`config.mk`:
```
export PLATFORM = sky130hd
export DESIGN_NAME = force_override_bank
export DESIGN_NICKNAME = d
export VERILOG_FILES = /design/src/rtl/force_bank_pkg.sv /design/src/rtl/force_bank_entry.sv /design/src/rtl/force_override_bank.sv
export SDC_FILE = /design/constraint.sdc
export NUM_CORES = 1
export LEC_CHECK = 0
export ABC_AREA = 1
export ABC_CLOCK_PERIOD_IN_PS = 2100
export CAP_MARGIN = 5
export CORE_MARGIN = 2
export CORE_UTILIZATION = 32
export DETAILED_ROUTE_END_ITERATION = 16
export GPL_TIMING_DRIVEN = 0
export PLACE_DENSITY = 0.47
export SLEW_MARGIN = 20
export SYNTH_ARGS = -nofsm -noshare
export SYNTH_HDL_FRONTEND = slang
export SYNTH_SLANG_ARGS = --single-unit
```
`constraint.sdc`:
```
create_clock -name clk -period 2.1 [get_ports clk]
set_clock_uncertainty 0.2 [all_clocks]
set_input_delay 0.42 -clock clk [delete_from_list [all_inputs] [get_ports clk]]
set_output_delay 0.42 -clock clk [all_outputs]
set_load 0.01 [all_outputs]
```
`src/rtl/force_bank_pkg.sv`:
```
// force_bank_pkg
//  Shared types for the force/release register bank.
//  op_e           : command opcode carried on cmd_op
//  entry_state_e  : per-entry override state
//  IGN_CNT_W      : width of the dropped-write statistics counter
package force_bank_pkg;

  typedef enum logic [1:0] {
    OP_NOP     = 2'd0,
    OP_WRITE   = 2'd1,
    OP_FORCE   = 2'd2,
    OP_RELEASE = 2'd3
  } op_e;

  typedef enum logic {
    ST_FREE   = 1'b0,
    ST_FORCED = 1'b1
  } entry_state_e;

  localparam int IGN_CNT_W = 8;

endpackage

```
`src/rtl/force_bank_entry.sv`:
```
// force_bank_entry
//  One overridable register: FREE/FORCED state machine plus stored value.
//  Optional macro FORCE_BANK_SHADOW_EN adds a shadow register that tracks every
//  WRITE; RELEASE then restores the shadow (net-style release). Without it a
//  RELEASE keeps the forced value (variable-style release).
// Ports
//  clk, rst_n   clock / asynchronous active-low reset
//  sel          this entry is the target of an accepted command
//  op           command opcode (op_e encoding)
//  data         command data
//  value        current stored value
//  value_next   value after the current edge (feeds same-edge readback)
//  forced       entry is in the FORCED state
//  drop_pulse   accepted WRITE was ignored because the entry is forced
//  err_pulse    accepted RELEASE hit an entry that was not forced
module force_bank_entry
  import force_bank_pkg::*;
#(
  parameter int              WIDTH     = 32,
  parameter logic [WIDTH-1:0] RESET_VAL = 'h666
) (
  input  logic             clk,
  input  logic             rst_n,
  input  logic             sel,
  input  logic [1:0]       op,
  input  logic [WIDTH-1:0] data,
  output logic [WIDTH-1:0] value,
  output logic [WIDTH-1:0] value_next,
  output logic             forced,
  output logic             drop_pulse,
  output logic             err_pulse
);

  entry_state_e     state_q, state_d;
  logic [WIDTH-1:0] value_q, value_d;
`ifdef FORCE_BANK_SHADOW_EN
  logic [WIDTH-1:0] shadow_q, shadow_d;
`endif

  always_comb begin
    state_d    = state_q;
    value_d    = value_q;
    drop_pulse = 1'b0;
    err_pulse  = 1'b0;
`ifdef FORCE_BANK_SHADOW_EN
    shadow_d   = shadow_q;
`endif
    if (sel) begin
      case (op_e'(op))
        OP_WRITE: begin
`ifdef FORCE_BANK_SHADOW_EN
          // Shadow follows the procedural value even while overridden.
          shadow_d = data;
`endif
          if (state_q == ST_FREE) value_d = data;
          else                    drop_pulse = 1'b1;
        end
        OP_FORCE: begin
          value_d = data;
          state_d = ST_FORCED;
        end
        OP_RELEASE: begin
          if (state_q == ST_FORCED) begin
            state_d = ST_FREE;
`ifdef FORCE_BANK_SHADOW_EN
            value_d = shadow_q;
`endif
          end else begin
            err_pulse = 1'b1;
          end
        end
        default: ;
      endcase
    end
  end

  always_ff @(posedge clk or negedge rst_n) begin
    if (!rst_n) begin
      state_q  <= ST_FREE;
      value_q  <= RESET_VAL;
`ifdef FORCE_BANK_SHADOW_EN
      shadow_q <= RESET_VAL;
`endif
    end else begin
      state_q  <= state_d;
      value_q  <= value_d;
`ifdef FORCE_BANK_SHADOW_EN
      shadow_q <= shadow_d;
`endif
    end
  end

  assign value      = value_q;
  assign value_next = value_d;
  assign forced     = (state_q == ST_FORCED);

endmodule

```
`src/rtl/force_override_bank.sv`:
```
// force_override_bank
//  Responder for the force/release protocol: DEPTH overridable registers
//  driven by WRITE / FORCE / RELEASE commands over a valid/ready port.
//  Optional macro FORCE_BANK_SHADOW_EN selects net-style release (see
//  force_bank_entry).
// Ports
//  clk, rst_n    clock / asynchronous active-low reset
//  cmd_valid     command present
//  cmd_ready     bank can accept (low for the cycle after an accepted RELEASE)
//  cmd_op        opcode: NOP=0, WRITE=1, FORCE=2, RELEASE=3
//  cmd_addr      target entry
//  cmd_data      data for WRITE / FORCE
//  rd_addr       readback select
//  rd_data       registered readback (0 for out-of-range rd_addr)
//  forced_mask   bit i set while entry i is forced
//  ign_cnt       saturating count of WRITEs dropped on forced entries
//  cmd_err       one-cycle pulse: bad address or RELEASE of an unforced entry
module force_override_bank
  import force_bank_pkg::*;
#(
  parameter int               WIDTH     = 32,
  parameter int               DEPTH     = 4,
  parameter int               AW        = $clog2(DEPTH > 1 ? DEPTH : 2),
  parameter logic [WIDTH-1:0] RESET_VAL = 'h666
) (
  input  logic                 clk,
  input  logic                 rst_n,
  input  logic                 cmd_valid,
  output logic                 cmd_ready,
  input  logic [1:0]           cmd_op,
  input  logic [AW-1:0]        cmd_addr,
  input  logic [WIDTH-1:0]     cmd_data,
  input  logic [AW-1:0]        rd_addr,
  output logic [WIDTH-1:0]     rd_data,
  output logic [DEPTH-1:0]     forced_mask,
  output logic [IGN_CNT_W-1:0] ign_cnt,
  output logic                 cmd_err
);

  logic                 accept;
  logic [DEPTH-1:0]     addr_hit;
  logic [DEPTH-1:0]     drop_vec;
  logic [DEPTH-1:0]     err_vec;
  logic [WIDTH-1:0]     value_vec  [DEPTH];
  logic [WIDTH-1:0]     value_next [DEPTH];

  logic                 cmd_ready_q, cmd_ready_d;
  logic                 cmd_err_q, cmd_err_d;
  logic [IGN_CNT_W-1:0] ign_cnt_q, ign_cnt_d;
  logic [WIDTH-1:0]     rd_data_q, rd_data_d;

  assign accept = cmd_valid & cmd_ready_q;

  for (genvar gi = 0; gi < DEPTH; gi++) begin : g_entry
    assign addr_hit[gi] = (cmd_addr == AW'(gi));

    force_bank_entry #(
      .WIDTH     (WIDTH),
      .RESET_VAL (RESET_VAL)
    ) u_entry (
      .clk        (clk),
      .rst_n      (rst_n),
      .sel        (accept & addr_hit[gi]),
      .op         (cmd_op),
      .data       (cmd_data),
      .value      (value_vec[gi]),
      .value_next (value_next[gi]),
      .forced     (forced_mask[gi]),
      .drop_pulse (drop_vec[gi]),
      .err_pulse  (err_vec[gi])
    );
  end

  always_comb begin
    // Any accepted RELEASE (even an erroring one) stalls the port for a cycle.
    cmd_ready_d = !(accept && (op_e'(cmd_op) == OP_RELEASE));
    // An address matching no entry is flagged regardless of opcode.
    cmd_err_d   = accept && (!(|addr_hit) || (|err_vec));

    ign_cnt_d = ign_cnt_q;
    if ((|drop_vec) && (ign_cnt_q != {IGN_CNT_W{1'b1}}))
      ign_cnt_d = ign_cnt_q + IGN_CNT_W'(1);

    // Read the post-edge value so a write on the same edge is visible.
    rd_data_d = '0;
    for (int i = 0; i < DEPTH; i++) begin
      if (rd_addr == AW'(i)) rd_data_d = value_next[i];
    end
  end

  always_ff @(posedge clk or negedge rst_n) begin
    if (!rst_n) begin
      cmd_ready_q <= 1'b1;
      cmd_err_q   <= 1'b0;
      ign_cnt_q   <= '0;
      rd_data_q   <= '0;
    end else begin
      cmd_ready_q <= cmd_ready_d;
      cmd_err_q   <= cmd_err_d;
      ign_cnt_q   <= ign_cnt_d;
      rd_data_q   <= rd_data_d;
    end
  end

  assign cmd_ready = cmd_ready_q;
  assign cmd_err   = cmd_err_q;
  assign ign_cnt   = ign_cnt_q;
  assign rd_data   = rd_data_q;

endmodule
```
After elaboration in Yosys (flattened, before gate mapping)
Index checks and enable logic that the tools add are counted.
{ "classes": {"n_reduce_logical": 16, "add_sub_neg": 1, "eq_ne": 10, "mux": 41, "n_bitwise": 5} }
{ "ops": {"columns": ["cell", "count"], "rows": [
  ["2-to-1 mux 32 bit", 12],
  ["case mux 32 bit (2 select lines)", 4],
  ["2-to-1 mux 1 bit", 24],
  ["== test 2 bit, second input constant", 6],
  ["OR reduction 4 bit", 3],
  ["adder 8 x 1 -> 8 bit, second input constant", 1],
  ["inequality test 8 bit, second input constant", 1],
  ["AND reduction 2 bit", 4],
  ["== test 2 x 1 -> 1 bit, second input constant", 3],
  ["AND 1 bit", 5],
  ["zero test 2 bit", 2],
  ["logical AND 1 bit", 3],
  ["zero test 1 bit", 2],
  ["case mux 1 bit (2 select lines)", 1],
  ["nonzero test 2 bit", 1],
  ["logical OR 1 bit", 1]
]} }
{ "totals": {"out_inout_bits": 46, "inputBits": 41, "wordCells": 85, "regBits": 174} }

Logic depth before layout (Yosys ltp)
{ "logic_depth": {"depth_word": 7, "mapped_depth": 11, "ltp_nobuf": 9} }

By module
From an unflattened synthesis, not the netlist that was laid out.
{ "hier_totals": {"hier_cells": 1184, "hier_area_um2": 8485.6} }
{ "modules_own_cells": {"columns": ["module", "cells_each", "n_inst", "seq_area_each_um2", "area_per_inst_um2"], "rows": [
  ["force_bank_entry", 223, 4, 833.3, 1585.3],
  ["force_override_bank", 292, 1, 1052.3, 2144.6]
]} }

Worst setup path before layout
No wires, ideal clock.
{ "synth_timing": {"path_type": "input-to-reg", "startpoint": "in cmd_op[0]", "endpoint": "reg rd_data_q[15], in the netlist rd_data[15]", "t_required_ps": 1829, "cell_stages": 9, "path_buffers": 2, "setup_slack_ps": 222, "t_arrival_ps": 1607, "setup_ps": 71, "cell_sequence": "inv_1 ha_1 inv_2 buf_2 buf_2 nand3_1 nand3_1 nand3_1 nor2_1"} }
{ "synth_via": {"elab_chain_cells": 7, "elab_cells_between_ends": 14, "cone_classes": "2 x eq/ne; 12 x mux"} }
{ "synth_rtl": {"columns": ["item", "line_no", "source"], "rows": [
  ["from (decl)", "force_override_bank.sv:30", "input logic [1:0] cmd_op,"],
  ["== test 2 bit or == test 2 x 1 -> 1 bit (tied branches)", "force_bank_entry.sv:49", "case (op_e'(op))"],
  ["case mux 32 bit (2 select lines)", "force_bank_entry.sv:49", null],
  ["2-to-1 mux 32 bit", "force_bank_entry.sv:48", "if (sel) begin"],
  ["2-to-1 mux 32 bit (3 in series)", "force_override_bank.sv:87", "if (rd_addr == AW'(i)) rd_data_d = value_next[i];"],
  ["2-to-1 mux 32 bit (*)", "force_override_bank.sv:87", null],
  ["named net rd_data_d[15]", "force_override_bank.sv:50", "logic [WIDTH-1:0] rd_data_q, rd_data_d;"],
  ["to (signal assigned)", "force_override_bank.sv:101", "rd_data_q <= rd_data_d;"],
  ["to (decl)", "force_override_bank.sv:50", null]
]} }
The timed path passes the listed nets; every way through them passes the cells marked *.
A chain may end at the register's enable or synchronous reset.

Final worst setup path
{ "layout_timing": {"startpoint": "reg g_entry[0].u_entry.state_q", "endpoint": "out forced_mask[0]"} }
{ "layout_lines": {"columns": ["item", "line_no", "source"], "rows": [
  ["from (decl)", "force_bank_entry.sv:34", "entry_state_e state_q, state_d;"],
  ["from (signal assigned)", "force_bank_entry.sv:85", "state_q <= state_d;"],
  ["to (decl)", "force_override_bank.sv:35", "output logic [DEPTH-1:0] forced_mask,"]
]} }
No word-level cell between the ends.

==> out/qor.yml <==
drt:
  vias: 7611
  drt_drc_violations_left: 0
  viasPerCell: 4.94
  drt_first_iter_violations: 521
  ant_nets: 0
  drt_wl_total_mm: 28.1
  post_drt_wl_per_cell_um: 18.2
  first_pass_iters: 5
synth:
  synth_adder_area_share_pct: 0.596
  ys_types: 35
  synth-xor-area-share_pct: 0.625
  ys_ff_latch: 174
  ys_warn_count: 0
  synth-simple-area-share_pct: 35.2
  synth_area_per_cell_um2: 7.80
  synth_top_family_by_area: "simple AND/OR/NAND/NOR gates"
  synth_mux_area_share_pct: 0
  syn-cell-area_um2: 8400
  synth_cells: 1078
  synth_compound_gate_area_share_pct: 6.19
  synth_fp_nets: 1123
  synth_seq_area_share_pct: 52.2
clock_tree:
  cts-root-buf: "clkbuf_16"
  clk_pin_slew_worst_paths_ps: 70
  cts_made_buffers: 17
  cts.sinks: 174
  cts_tree: "done"
  clock_latency_ps: 440
  clk_path_buf_depth: 2
  htreeDepth: 4
global_route:
  grt_pass1_vias: 7397
  grt_pass1_wl_mm: 43.6
  grt_max_degree: 92
  grt_usage_pct: 20.7
  antenna_found_initial: 0
  overflow: 0
power:
  power_density_nw_per_um2: 894
  power_frac_seq_pct: 45.2
  peakVddDrop_uv: 431
  power.share.clock_pct: 31.3
  switchingPower_mw: 2.96
  combinationalPowerShare_pct: 23.4
  p_int_mw: 6.39
  p_sw_share_pct: 31.6
  cellLeakagePower_nw: 5.09
hold_path:
  hold_path.class: "flip-flop to flip-flop"
  hold_depth: 2
  hold_path_end: "g_entry[1].u_entry.value[24]"
  hp-start: "g_entry[1].u_entry.value[24]"
placement:
  place_area_um2: 9720
  dpl.hpwl_mm: 18.5
  numPortBuffers: 86
  gp_congestion: 0.845
  dp_slack_ps: -953
run:
  max-cap-violations: 0
floorplan:
  pin_count: 87
  die_x_um: 166
  design.die.area_um2: 27600
  die_y_um: 166
  start_util_pct: 32.4
  fp-row-count: 59
  core_um2: 25900
worst_setup_path:
  slowest_delay_ps: 460
  critical_path_arrival_ps: 1450
  cp_max_fo: 2
  regToRegSetupSlack_ps: 70
  worstReg2RegStart: "cmd_ready"
  required_ps: 1480
  criticalPathCategory: "flip-flop to output pin"
  end_kind: "output pin"
  critPathTopFamily: "buffers and inverters"
  cp_cell_sequence: "buf_4 > clkdlybuf4s50_1"
  crit_path_start_kind: "flip-flop"
  path_buf_inv: 2
  crit_slowest_cell: "clkdlybuf4s50_1"
  r2r_cells: 8
  rr_endpoint: "rd_data[27]"
cells_and_area:
  final_common_cell: "nand2_1"
  drive_above_1_share_pct: 12.8
  antenna_cells: 0
  nNetsFinal: 1239
  final_cell_mix: "nand2_1, dfrtp_1, o21ai_0, clkdlybuf4s50_1, nand3_1"
  finalInstanceArea_um2: 10500
  layout-area-overhead-vs-synth_pct: 24.4
sta:
  relSlewSlack_pct: 53.9
  fmax_ghz: 0.484
  min_period_ps: 2070
  hold_viol_final: 0
  setup_ws_ps: 32.7
  slew_viol_final: 0
  max_slew.worst_pin.slew_ps: 692
  final.period_utilization_pct: 98.4
  finalSetupViolCount: 0
status:
  status: "finished clean"
worst min-delay path, delay by kind of cell, from the launching register on:
kind             cells  cell delay (ps)
flip-flops           1              320
AND/OR/NAND/NOR      2              110
area by class of cell:
type	instances	area, µm²
clock buffers	20	437
fillers	2681	15500
repair buffers	97	970
inverters	25	97.6
well taps	335	419
flip-flops and latches	174	4390
plain buffers	65	415
multi-input cells	814	3630
clock inverters	12	90.1
flip-flops by register name, indices dropped and copies added (netlist names):
register,count
ign_cnt,8
cmd_err,1
cmd_ready,1
g_entry.u_entry.value,128
rd_data,32
g_entry.u_entry.forced,4
synthesized netlist by cell type (all sizes together):
master	number	share of area [%]
a21boi	2	0.18
a21oi	3	0.22
a22oi	1	0.089
a41oi	1	0.10
and2	2	0.15
buf	45	3.2
clkbuf	20	0.89
clkinv	1	0.045
dfrtp	149	44
dfstp	25	7.8
ha	4	0.60
inv	24	1.1
nand2	538	24
nand3	80	4.9
nand4	53	4.0
nor2	26	1.5
nor3	2	0.25
nor3b	1	0.15
o21ai	94	5.6
or2	1	0.074
xnor2	2	0.21
xor2	4	0.42
worst max path at each step:
| stage | cells past startpoint | endpoint | slack (ps) | start |
|---|---|---|---|---|
| after floorplan | 9 | rd_data[15] | 220 | cmd_op[0] |
| after detailed placement | 10 | rd_data[27] | -950 | cmd_op[0] |
| final | 2 | forced_mask[0] | 30 | g_entry[0].u_entry.forced |
| after global routing | 2 | forced_mask[0] | -8 | g_entry[0].u_entry.forced |
| after CTS | 2 | forced_mask[1] | 5 | g_entry[1].u_entry.forced |
| after global placement | 1 | g_entry[0].u_entry.value[13] | -7450 | rst_n |
logic make-up after synthesis:
logic type                 count (synthesis)
and+or+nand+nor                          703
DFF                                      174
AOI/OAI and AO/OA                        101
buffers and inverters                     90
xor gates and xnor gates                   6
adders and majority gates                  4
timing repair:
item                                    in CTS  in global routing
buffers inserted                             7                  2
gates resized for setup                     40                 21
hold buffers                                 1                  0
pin swaps                                    4                  1
endpoints found under the setup margin     107                 19
hold endpoints to repair                    74                  0
layer usage:
metal / GRT usage, % / wire [µm]
met3: 2.53 / 1240
met2: 32.3 / 13000
met4: 6.88 / 535
met5: 0 / 0
met1: 29.8 / 13300
power groups by stage:
| stage | Sequential (mW) | Clock (mW) | Combinational (mW) |
|---|---|---|---|
| 6_report | 4.23 | 2.93 | 2.19 |
| 5_1_grt | 4.29 | 3.14 | 2.43 |
| 4_1_cts | 4.23 | 3.00 | 2.19 |
| 3_5_place_dp | 4.32 | 0 | 2.08 |
| 3_3_place_gp | 4.32 | 0 | 2.06 |
| 2_1_floorplan | 4.33 | 0 | 1.07 |
stage by stage:
| step | hold WS (ps) | instances | total power, mW | TNS, ps | util, % |
|---|---|---|---|---|---|
| finish | 266 | 1542 | 9.35 | 0 | 40.3 |
| CTS | 270 | 1540 | 9.42 | 0 | 40.1 |
| global placement | 249 | 1499 | 6.39 | -1323680 | 37.4 |
| floorplan | -75.6 | 1078 | 5.41 | 0 | - |
| global route | 278 | 1542 | 9.86 | -13.5 | 40.3 |
| detailed placement | 253 | 1500 | 6.40 | -91950 | 37.5 |
No activity file was read; power rests on OpenSTA's default activity.
